**src/rtl/plate_spawner_pkg.sv**
```systemverilog
// -----------------------------------------------------------------------------
// plate_pkg
//   Shared types and constants for the plate spawner and the plate drawers.
//   spawn_state_t : spawner FSM state encoding
//   LFSR_TAPS     : Galois feedback mask of the 16-bit layout LFSR
//   coord_t       : 20-bit world coordinate
//   DEFAULT_*     : screen / plate geometry shared with the drawers
// -----------------------------------------------------------------------------
package plate_pkg;
    typedef enum logic [1:0] {INIT, IDLE, SCAN} spawn_state_t;

    localparam logic [15:0] LFSR_TAPS = 16'hB400;

    typedef logic [19:0] coord_t;

    localparam int DEFAULT_SCREEN_W = 640;
    localparam int DEFAULT_PLATE_W  = 64;
    localparam int DEFAULT_PLATE_H  = 16;
endpackage

```
**src/rtl/plate_spawner_if.sv**
```systemverilog
// -----------------------------------------------------------------------------
// plate_spawner_if
//   Bundle between game logic / plate drawers (master) and the spawner (slave).
//   replay, frame          : control pulses from game logic
//   screen_height          : current world scroll height
//   rd_idx                 : read-port slot select
//   plate_x_init/_y_init   : table contents of slot rd_idx
//   top_y                  : highest plate y in the table
//   busy                   : spawner is in INIT or SCAN
// -----------------------------------------------------------------------------
interface plate_spawner_if #(
    parameter int N_PLATES = 8,
    parameter int CORDW    = 20
);
    localparam int IDX_W = $clog2(N_PLATES);

    logic             replay;
    logic             frame;
    logic [CORDW-1:0] screen_height;
    logic [IDX_W-1:0] rd_idx;
    logic [CORDW-1:0] plate_x_init;
    logic [CORDW-1:0] plate_y_init;
    logic [CORDW-1:0] top_y;
    logic             busy;

    modport master (
        output replay, frame, screen_height, rd_idx,
        input  plate_x_init, plate_y_init, top_y, busy
    );

    modport slave (
        input  replay, frame, screen_height, rd_idx,
        output plate_x_init, plate_y_init, top_y, busy
    );
endinterface

```
**src/rtl/plate_spawner_lfsr.sv**
```systemverilog
// -----------------------------------------------------------------------------
// plate_lfsr
//   16-bit right-shifting Galois LFSR (feedback mask LFSR_TAPS).
//   clk, rst : clock, asynchronous active-high reset (loads SEED)
//   en       : advance one step
//   q        : current LFSR state
// -----------------------------------------------------------------------------
module plate_lfsr
    import plate_pkg::*;
#(
    parameter logic [15:0] SEED = 16'hACE1
) (
    input  logic        clk,
    input  logic        rst,
    input  logic        en,
    output logic [15:0] q
);
    always_ff @(posedge clk or posedge rst) begin
        if (rst)
            q <= SEED;
        else if (en)
            q <= {1'b0, q[15:1]} ^ (q[0] ? LFSR_TAPS : 16'h0000);
    end
endmodule

```
**src/rtl/plate_spawner.sv**
```systemverilog
// -----------------------------------------------------------------------------
// plate_spawner
//   Owns the world-space table of plate positions. After reset/replay it lays
//   out N_PLATES plates (INIT); on every frame pulse it scans all slots (SCAN)
//   and recycles plates that have scrolled below the screen bottom to
//   top_y + gap with a pseudo-random x.
//   clk  : system clock
//   rst  : asynchronous reset, active-high
//   bus  : plate_spawner_if.slave (replay, frame, screen_height, rd_idx in;
//          plate_x_init, plate_y_init, top_y, busy out)
//   Optional macro PLATE_SPAWNER_GAP_RAMP_EN: adds a difficulty ramp to the
//   gap that grows by one every 16 recycles, saturating at 31.
// -----------------------------------------------------------------------------
module plate_spawner
    import plate_pkg::*;
#(
    parameter int          N_PLATES  = 8,
    parameter int          CORDW     = 20,
    parameter int          SCREEN_W  = DEFAULT_SCREEN_W,
    parameter int          PLATE_W   = DEFAULT_PLATE_W,
    parameter int          PLATE_H   = DEFAULT_PLATE_H,
    parameter int          GAP_BASE  = 48,
    parameter int          GAP_RND_W = 5,
    parameter logic [15:0] LFSR_SEED = 16'hACE1
) (
    input  logic           clk,
    input  logic           rst,
    plate_spawner_if.slave bus
);
    localparam int               IDX_W     = $clog2(N_PLATES);
    localparam logic [IDX_W-1:0] LAST      = IDX_W'(N_PLATES - 1);
    localparam logic [9:0]       X_SPAN    = 10'(SCREEN_W - PLATE_W);
    localparam logic [CORDW-1:0] X_CENTER  = CORDW'((SCREEN_W - PLATE_W) / 2);
    localparam logic [CORDW-1:0] GAP_BASE_C = CORDW'(GAP_BASE);
    localparam logic [CORDW-1:0] TOP_INIT  = CORDW'((N_PLATES - 1) * GAP_BASE);
    localparam logic [CORDW:0]   PLATE_H_C = (CORDW+1)'(PLATE_H);

    spawn_state_t     state, state_next;
    logic [IDX_W-1:0] ptr, ptr_next;
    logic [CORDW-1:0] top_y, top_next;
    logic [CORDW-1:0] x_tab [N_PLATES];
    logic [CORDW-1:0] y_tab [N_PLATES];
    logic             wr_en;
    logic [CORDW-1:0] wr_x, wr_y;
    logic             recycle;
    logic             off_screen;
    logic [CORDW-1:0] gap;
    logic [CORDW-1:0] rnd_x;
    logic [15:0]      lfsr;
    logic             unused_lfsr_hi;

    // Fold r = lfsr[9:0] into [0, SCREEN_W-PLATE_W) with a single subtract.
    function automatic logic [CORDW-1:0] rand_x(input logic [15:0] l);
        logic [9:0] r;
        r = l[9:0];
        if (r >= X_SPAN)
            r = r - X_SPAN;
        return {{(CORDW-10){1'b0}}, r};
    endfunction

    plate_lfsr #(.SEED(LFSR_SEED)) u_lfsr (
        .clk (clk),
        .rst (rst),
        .en  (1'b1),
        .q   (lfsr)
    );

    assign unused_lfsr_hi = ^lfsr[15:10];
    assign rnd_x          = rand_x(lfsr);

    // Widened by one bit so plates near 2^CORDW never look off-screen.
    assign off_screen = ({1'b0, y_tab[ptr]} + PLATE_H_C) <= {1'b0, bus.screen_height};

`ifdef PLATE_SPAWNER_GAP_RAMP_EN
    logic [4:0] ramp;
    logic [3:0] rec_cnt;

    always_ff @(posedge clk or posedge rst) begin
        if (rst) begin
            ramp    <= '0;
            rec_cnt <= '0;
        end else if (bus.replay) begin
            ramp    <= '0;
            rec_cnt <= '0;
        end else if (recycle) begin
            rec_cnt <= rec_cnt + 4'd1;
            if (rec_cnt == 4'd15 && ramp != 5'd31)
                ramp <= ramp + 5'd1;
        end
    end

    assign gap = GAP_BASE_C + CORDW'(ramp) + CORDW'(lfsr[GAP_RND_W-1:0]);
`else
    assign gap = GAP_BASE_C + CORDW'(lfsr[GAP_RND_W-1:0]);
`endif

    always_ff @(posedge clk or posedge rst) begin
        if (rst) begin
            state <= INIT;
            ptr   <= '0;
            top_y <= '0;
        end else begin
            state <= state_next;
            ptr   <= ptr_next;
            top_y <= top_next;
        end
    end

    always_comb begin
        state_next = state;
        ptr_next   = ptr;
        top_next   = top_y;
        wr_en      = 1'b0;
        wr_x       = rnd_x;
        wr_y       = '0;
        recycle    = 1'b0;
        // replay wins over everything, including the current slot's write.
        if (bus.replay) begin
            state_next = INIT;
            ptr_next   = '0;
        end else begin
            case (state)
                INIT: begin
                    wr_en = 1'b1;
                    wr_y  = CORDW'(ptr) * GAP_BASE_C;
                    wr_x  = (ptr == '0) ? X_CENTER : rnd_x;
                    if (ptr == LAST) begin
                        top_next   = TOP_INIT;
                        state_next = IDLE;
                        ptr_next   = '0;
                    end else begin
                        ptr_next = ptr + 1'b1;
                    end
                end
                IDLE: begin
                    if (bus.frame) begin
                        state_next = SCAN;
                        ptr_next   = '0;
                    end
                end
                SCAN: begin
                    if (off_screen) begin
                        recycle  = 1'b1;
                        wr_en    = 1'b1;
                        wr_y     = top_y + gap;
                        top_next = top_y + gap;
                    end
                    if (ptr == LAST) begin
                        state_next = IDLE;
                        ptr_next   = '0;
                    end else begin
                        ptr_next = ptr + 1'b1;
                    end
                end
                default: begin
                    state_next = INIT;
                    ptr_next   = '0;
                end
            endcase
        end
    end

    always_ff @(posedge clk or posedge rst) begin
        if (rst) begin
            for (int i = 0; i < N_PLATES; i++) begin
                x_tab[i] <= '0;
                y_tab[i] <= '0;
            end
        end else if (wr_en) begin
            x_tab[ptr] <= wr_x;
            y_tab[ptr] <= wr_y;
        end
    end

    assign bus.plate_x_init = x_tab[bus.rd_idx];
    assign bus.plate_y_init = y_tab[bus.rd_idx];
    assign bus.top_y        = top_y;
    assign bus.busy         = (state != IDLE);
endmodule
```
**src/flat_wrapper.sv**
```systemverilog
// flat-port wrapper written by rule: the top's interface ports become plain ports
module plate_spawner_flat import plate_pkg::*;
#(
    parameter int          N_PLATES  = 8,
    parameter int          CORDW     = 20,
    parameter int          SCREEN_W  = DEFAULT_SCREEN_W,
    parameter int          PLATE_W   = DEFAULT_PLATE_W,
    parameter int          PLATE_H   = DEFAULT_PLATE_H,
    parameter int          GAP_BASE  = 48,
    parameter int          GAP_RND_W = 5,
    parameter logic [15:0] LFSR_SEED = 16'hACE1
)
  (clk, rst, bus_replay, bus_frame, bus_screen_height, bus_rd_idx, bus_plate_x_init, bus_plate_y_init, bus_top_y, bus_busy);
  plate_spawner_if #(.N_PLATES(N_PLATES), .CORDW(CORDW)) bus_i ();
  input  logic clk;
  input  logic rst;
  input wire logic [$bits(bus_i.replay)-1:0] bus_replay;
  input wire logic [$bits(bus_i.frame)-1:0] bus_frame;
  input wire logic [$bits(bus_i.screen_height)-1:0] bus_screen_height;
  input wire logic [$bits(bus_i.rd_idx)-1:0] bus_rd_idx;
  output wire logic [$bits(bus_i.plate_x_init)-1:0] bus_plate_x_init;
  output wire logic [$bits(bus_i.plate_y_init)-1:0] bus_plate_y_init;
  output wire logic [$bits(bus_i.top_y)-1:0] bus_top_y;
  output wire logic [$bits(bus_i.busy)-1:0] bus_busy;
  assign bus_i.replay = bus_replay;
  assign bus_i.frame = bus_frame;
  assign bus_i.screen_height = bus_screen_height;
  assign bus_i.rd_idx = bus_rd_idx;
  assign bus_plate_x_init = bus_i.plate_x_init;
  assign bus_plate_y_init = bus_i.plate_y_init;
  assign bus_top_y = bus_i.top_y;
  assign bus_busy = bus_i.busy;
  plate_spawner #(.N_PLATES(N_PLATES), .CORDW(CORDW), .SCREEN_W(SCREEN_W), .PLATE_W(PLATE_W), .PLATE_H(PLATE_H), .GAP_BASE(GAP_BASE), .GAP_RND_W(GAP_RND_W), .LFSR_SEED(LFSR_SEED)) u_core (.clk(clk), .rst(rst), .bus(bus_i));
endmodule
```
**config.mk**
```make
export PLATFORM = sky130hd
export DESIGN_NAME = plate_spawner_flat
export DESIGN_NICKNAME = d
export VERILOG_FILES = /design/src/rtl/plate_spawner_pkg.sv /design/src/rtl/plate_spawner_if.sv /design/src/rtl/plate_spawner_lfsr.sv /design/src/rtl/plate_spawner.sv /design/src/flat_wrapper.sv
export SDC_FILE = /design/constraint.sdc
export NUM_CORES = 1
export LEC_CHECK = 0
export ABC_AREA = 1
export ABC_CLOCK_PERIOD_IN_PS = 12300
export BUFFER_PORTS_ARGS = -buffer_cell sky130_fd_sc_hd__buf_2
export CORE_ASPECT_RATIO = 2
export CORE_UTILIZATION = 25
export CTS_CLUSTER_DIAMETER = 50
export DETAILED_ROUTE_END_ITERATION = 8
export PLACE_DENSITY_LB_ADDON = 0.3
export SYNTH_ARGS = -nofsm -noshare
export SYNTH_HDL_FRONTEND = slang
export SYNTH_SLANG_ARGS = --single-unit
```
**constraint.sdc**
```tcl
create_clock -name clk -period 12.3 [get_ports clk]
set_input_delay 2.46 -clock clk [delete_from_list [all_inputs] [get_ports clk]]
set_output_delay 2.46 -clock clk [all_outputs]
set_load 0.03 [all_outputs]
```
==> reports/qor.yml <==
floorplan:
  floorplan_die_area_um2: 67000
  dieHeight_um: 365
  core_um2: 64900
  horizontal_die_dimension_um: 184
  placementRows: 132
  initial_core_util_pct: 25.4
  io-pin-count: 88
clock_network:
  post_cts.resized_instances: 0
  clk_path_buf_depth: 3
  postCtsHoldBufs: 0
  clkSinkCount: 281
  clk-insertion-delay-late_ps: 570
  post_cts_setup_buffer_count: 0
  worst_setup_hold_path_clk_slew_ps: 70
  cts_inserted_buffers: 26
  tritoncts: "done"
  cts-htree-levels: 1
  ctsRootBufferMaster: "clkbuf_16"
global_route:
  grt_start_max_net_pins: 149
  gr-usage-all-layers_pct: 18.6
  global_route.overflow_total: 0
  grt_first_pass_wirelength_um: 94500
  first_global_vias: 15539
  antenna_found_initial: 1
pwr:
  p_int_mw: 1.54
  power.sequential.fraction_pct: 42.9
  leakagePower_nw: 9.31
  switching_power_mw: 0.816
  power_frac_comb_pct: 22.2
  power_density_nw_per_um2: 129
  power_frac_clock_pct: 34.9
  p_sw_share_pct: 34.6
  total_power_mw: 2.36
  ir_drop_v: 0.0000803
timing:
  timing.slew.headroom_pct: 22.4
  finalHoldWorstSlack_ps: 362
  max_freq_mhz: 128
  final_period_minus_worst_setup_slack_ps: 7840
  grt_setup_unrepaired: "false"
  slew_violations: 0
  clock_skew_ps: 26.4
  setup_tns_ps: 0
  final.period_utilization_pct: 63.7
  setup_violations: 0
  least_margin_pin_slew_ps: 1160
  finalWorstSetupSlack_ps: 4460
  final-hold-violation-count: 0
layout:
  fin_util_pct: 28.1
  num-fill-cells: 7034
  num_antenna_cells: 0
  syn2layout_area_growth_pct: 10.7
  non_filler_cells_final: 3196
  drive_above_1_share_pct: 7.91
  final_net_count: 2372
  layout.cells.most_common_list: "nand2_1, dfrtp_1, nand3_1, o21ai_0, nor2_1"
  design_area_final_um2: 18300
  layout.cells.most_common: "nand2_1"
logic_synthesis:
  sequential_to_total_area_share_from_yosys_stat_pct: 42.7
  asyncSetResetFlopFracSynth_pct: 100
  synth_area_per_cell_um2: 7.10
  top_cell_type_s_share_of_synthesized_area_pct: 41.4
  synth_ff_type: "dfrtp_1"
  synth_area_um2: 16500
  postSynthRegisterBits: 281
  synth_edf_count: 0
  ys_warn_count: 0
  largest_area_contributor_in_the_synthesized_netlist: "dfrtp_1"
  netlist-cell-type-count: 43
  synthCells: 2322
  top_cells_by_area_in_the_synthesized_netlist: "dfrtp_1, nand2_1, nand3_1"
placed_design:
  gp_congestion: 0.831
  port-buffer-count: 77
  area_of_placed_instances_um2: 17400
  dpl.cell_count: 3149
  dp_hpwl_um: 40200
  place_worst_setup_slack_ps: 4460
routing:
  via_count: 15811
  number_of_design_rule_violations_left_by_the_first_detailed_router_iteration: 1302
  detail_route.wl_per_cell_um: 19.4
  dr_vias_cell: 4.95
  totalWireLength_um: 62100
  remaining_drc_errors: 0
  antenna_left: 0
  firstDrtPassIters: 6
worst_setup_path:
  worst_path_most_repeated_cell: "buf_2"
  cp_top_family: "buffers and inverters"
  timing.critical_path.slowest_stage_cell: "clkinv_1"
  crit_path_cell_trace: "buf_2, clkinv_1, buf_4, o21ai_0, a21oi_1, a31oi_1, buf_2"
  endpoint_kind: "output pin"
  start_kind: "primary input"
  cp_num_buf_inv: 4
  critical_path_peak_fanout: 27
  critical_setup_path_class: "primary input to output pin"
  critPathMaxStageDelay_ps: 990
  cp.required_ps: 9840
  arrival_ps: 5380
flow_run:
  max_capacitance_violation_total: 0
outcome:
  run_status: "complete, no violations"
hold_path:
  classification_of_the_worst_slack_hold_path: "flop to flop"
## cell usage after synthesis (2+ instances only)
master and number:
a21oi_1 108, a221oi_1 3, a31oi_1 33, buf_1 15, buf_2 43, buf_4 29
buf_6 9, clkbuf_1 57, dfrtp_1 273, dfstp_2 8, fa_1 2, ha_1 37
inv_1 175, inv_2 2, nand2_1 781, nand2_2 4, nand3_1 227, nand4_1 10
nor2_1 179, nor2_2 13, nor2_4 2, nor3_1 12, o211ai_1 17, o21a_1 2
o21ai_0 212, o21ai_1 21, o22ai_1 13, xnor2_1 3, xor2_1 18
## worst paths after layout
path / from / to / slack (ps) / cells past startpoint
worst max-delay path: bus_rd_idx[2] / bus_plate_y_init[0] / 4460 / 7
worst min-delay path: u_core.u_lfsr.q[7] / u_core.u_lfsr.q[6] / 360 / 0
worst max register to register: u_core.ptr[1] / u_core.y_tab[122] / 5250 / 25
worst min register to register: u_core.u_lfsr.q[7] / u_core.u_lfsr.q[6] / 360 / 0
max in group asynchronous: rst / u_core.bus.top_y[18] / 8670 / 3
min in group asynchronous: rst / u_core.x_tab[87] / 2090 / 2
## kinds of logic (layout without fill, tap and decap cells)
group / count (synthesis) / count (layout) / synth area share (%)
AOI/OAI and AO/OA: 414 / 414 / 13.4
xor gates and xnor gates: 21 / 21 / 1.12
adders and majority gates: 39 / 39 / 3.05
buffers and inverters: 331 / 325 / 8.93
DFF: 281 / 281 / 42.7
muxes: 1 / 1 / 0.0607
other: 1 / 10 / 0.0227
and+or+nand+nor: 1234 / 1234 / 30.7
## worst register-to-register path, stage by stage, from the launching register on
cell and delay [ps]:
dfrtp_2 790, buf_4 580, inv_2 410, nor2_1 180
o21ai_0 90, nand2_1 90, nand2_1 50, nand2_1 270
inv_1 100, nor3_1 180, nand2_1 130, nor2_2 180
nand2_1 120, nor3_1 200, xor2_1 200, inv_1 80
ha_1 310, nand2_1 60, nor3_1 240, nand3_1 120
nand2_1 360, nand3_4 250, nand2_8 650, nand2_2 960
nand2_1 270, nand2_1 80
## sequential cells by signal, summed over array words and instances (netlist names)
register / count
u_core.bus.top_y: 20
u_core.ptr: 3
u_core.state: 2
u_core.u_lfsr.q: 16
u_core.x_tab: 80
u_core.y_tab: 160
## layer usage
| layer | wire length [um] | vias up | global-route usage (%) | share of wire (%) |
|---|---|---|---|---|
| met5 | 8 | - | 0 | 0.013 |
| met4 | 4000 | 2 | 11.9 | 6.4 |
| met3 | 3140 | 171 | 2.17 | 5.1 |
| met2 | 32300 | 601 | 34.3 | 52 |
| met1 | 22700 | 7589 | 19.8 | 36 |
| li1 | - | 7448 | - | - |
## layout make-up
class                           count  area [um2]  area share [%]
Timing Repair Buffer              100         573            3.14
Clock buffer                       39         751            4.11
Sequential cell                   281        7050            38.6
Inverter                          178         676            3.70
Tap cell                          871        1090            5.97
Clock inverter                      8        78.8           0.432
Multi-Input combinational cell   1719        8040            44.0
## power groups by stage
stage | Combinational, mW | Clock, mW | Sequential [mW]
floorplan | 0.354 | 0 | 1.03
global placement | 0.518 | 0 | 1.03
detailed placement | 0.527 | 0 | 1.03
CTS | 0.529 | 0.848 | 1.01
global route | 0.581 | 0.881 | 1.02
finish | 0.524 | 0.824 | 1.01
Power figures use the tool's default switching activity.
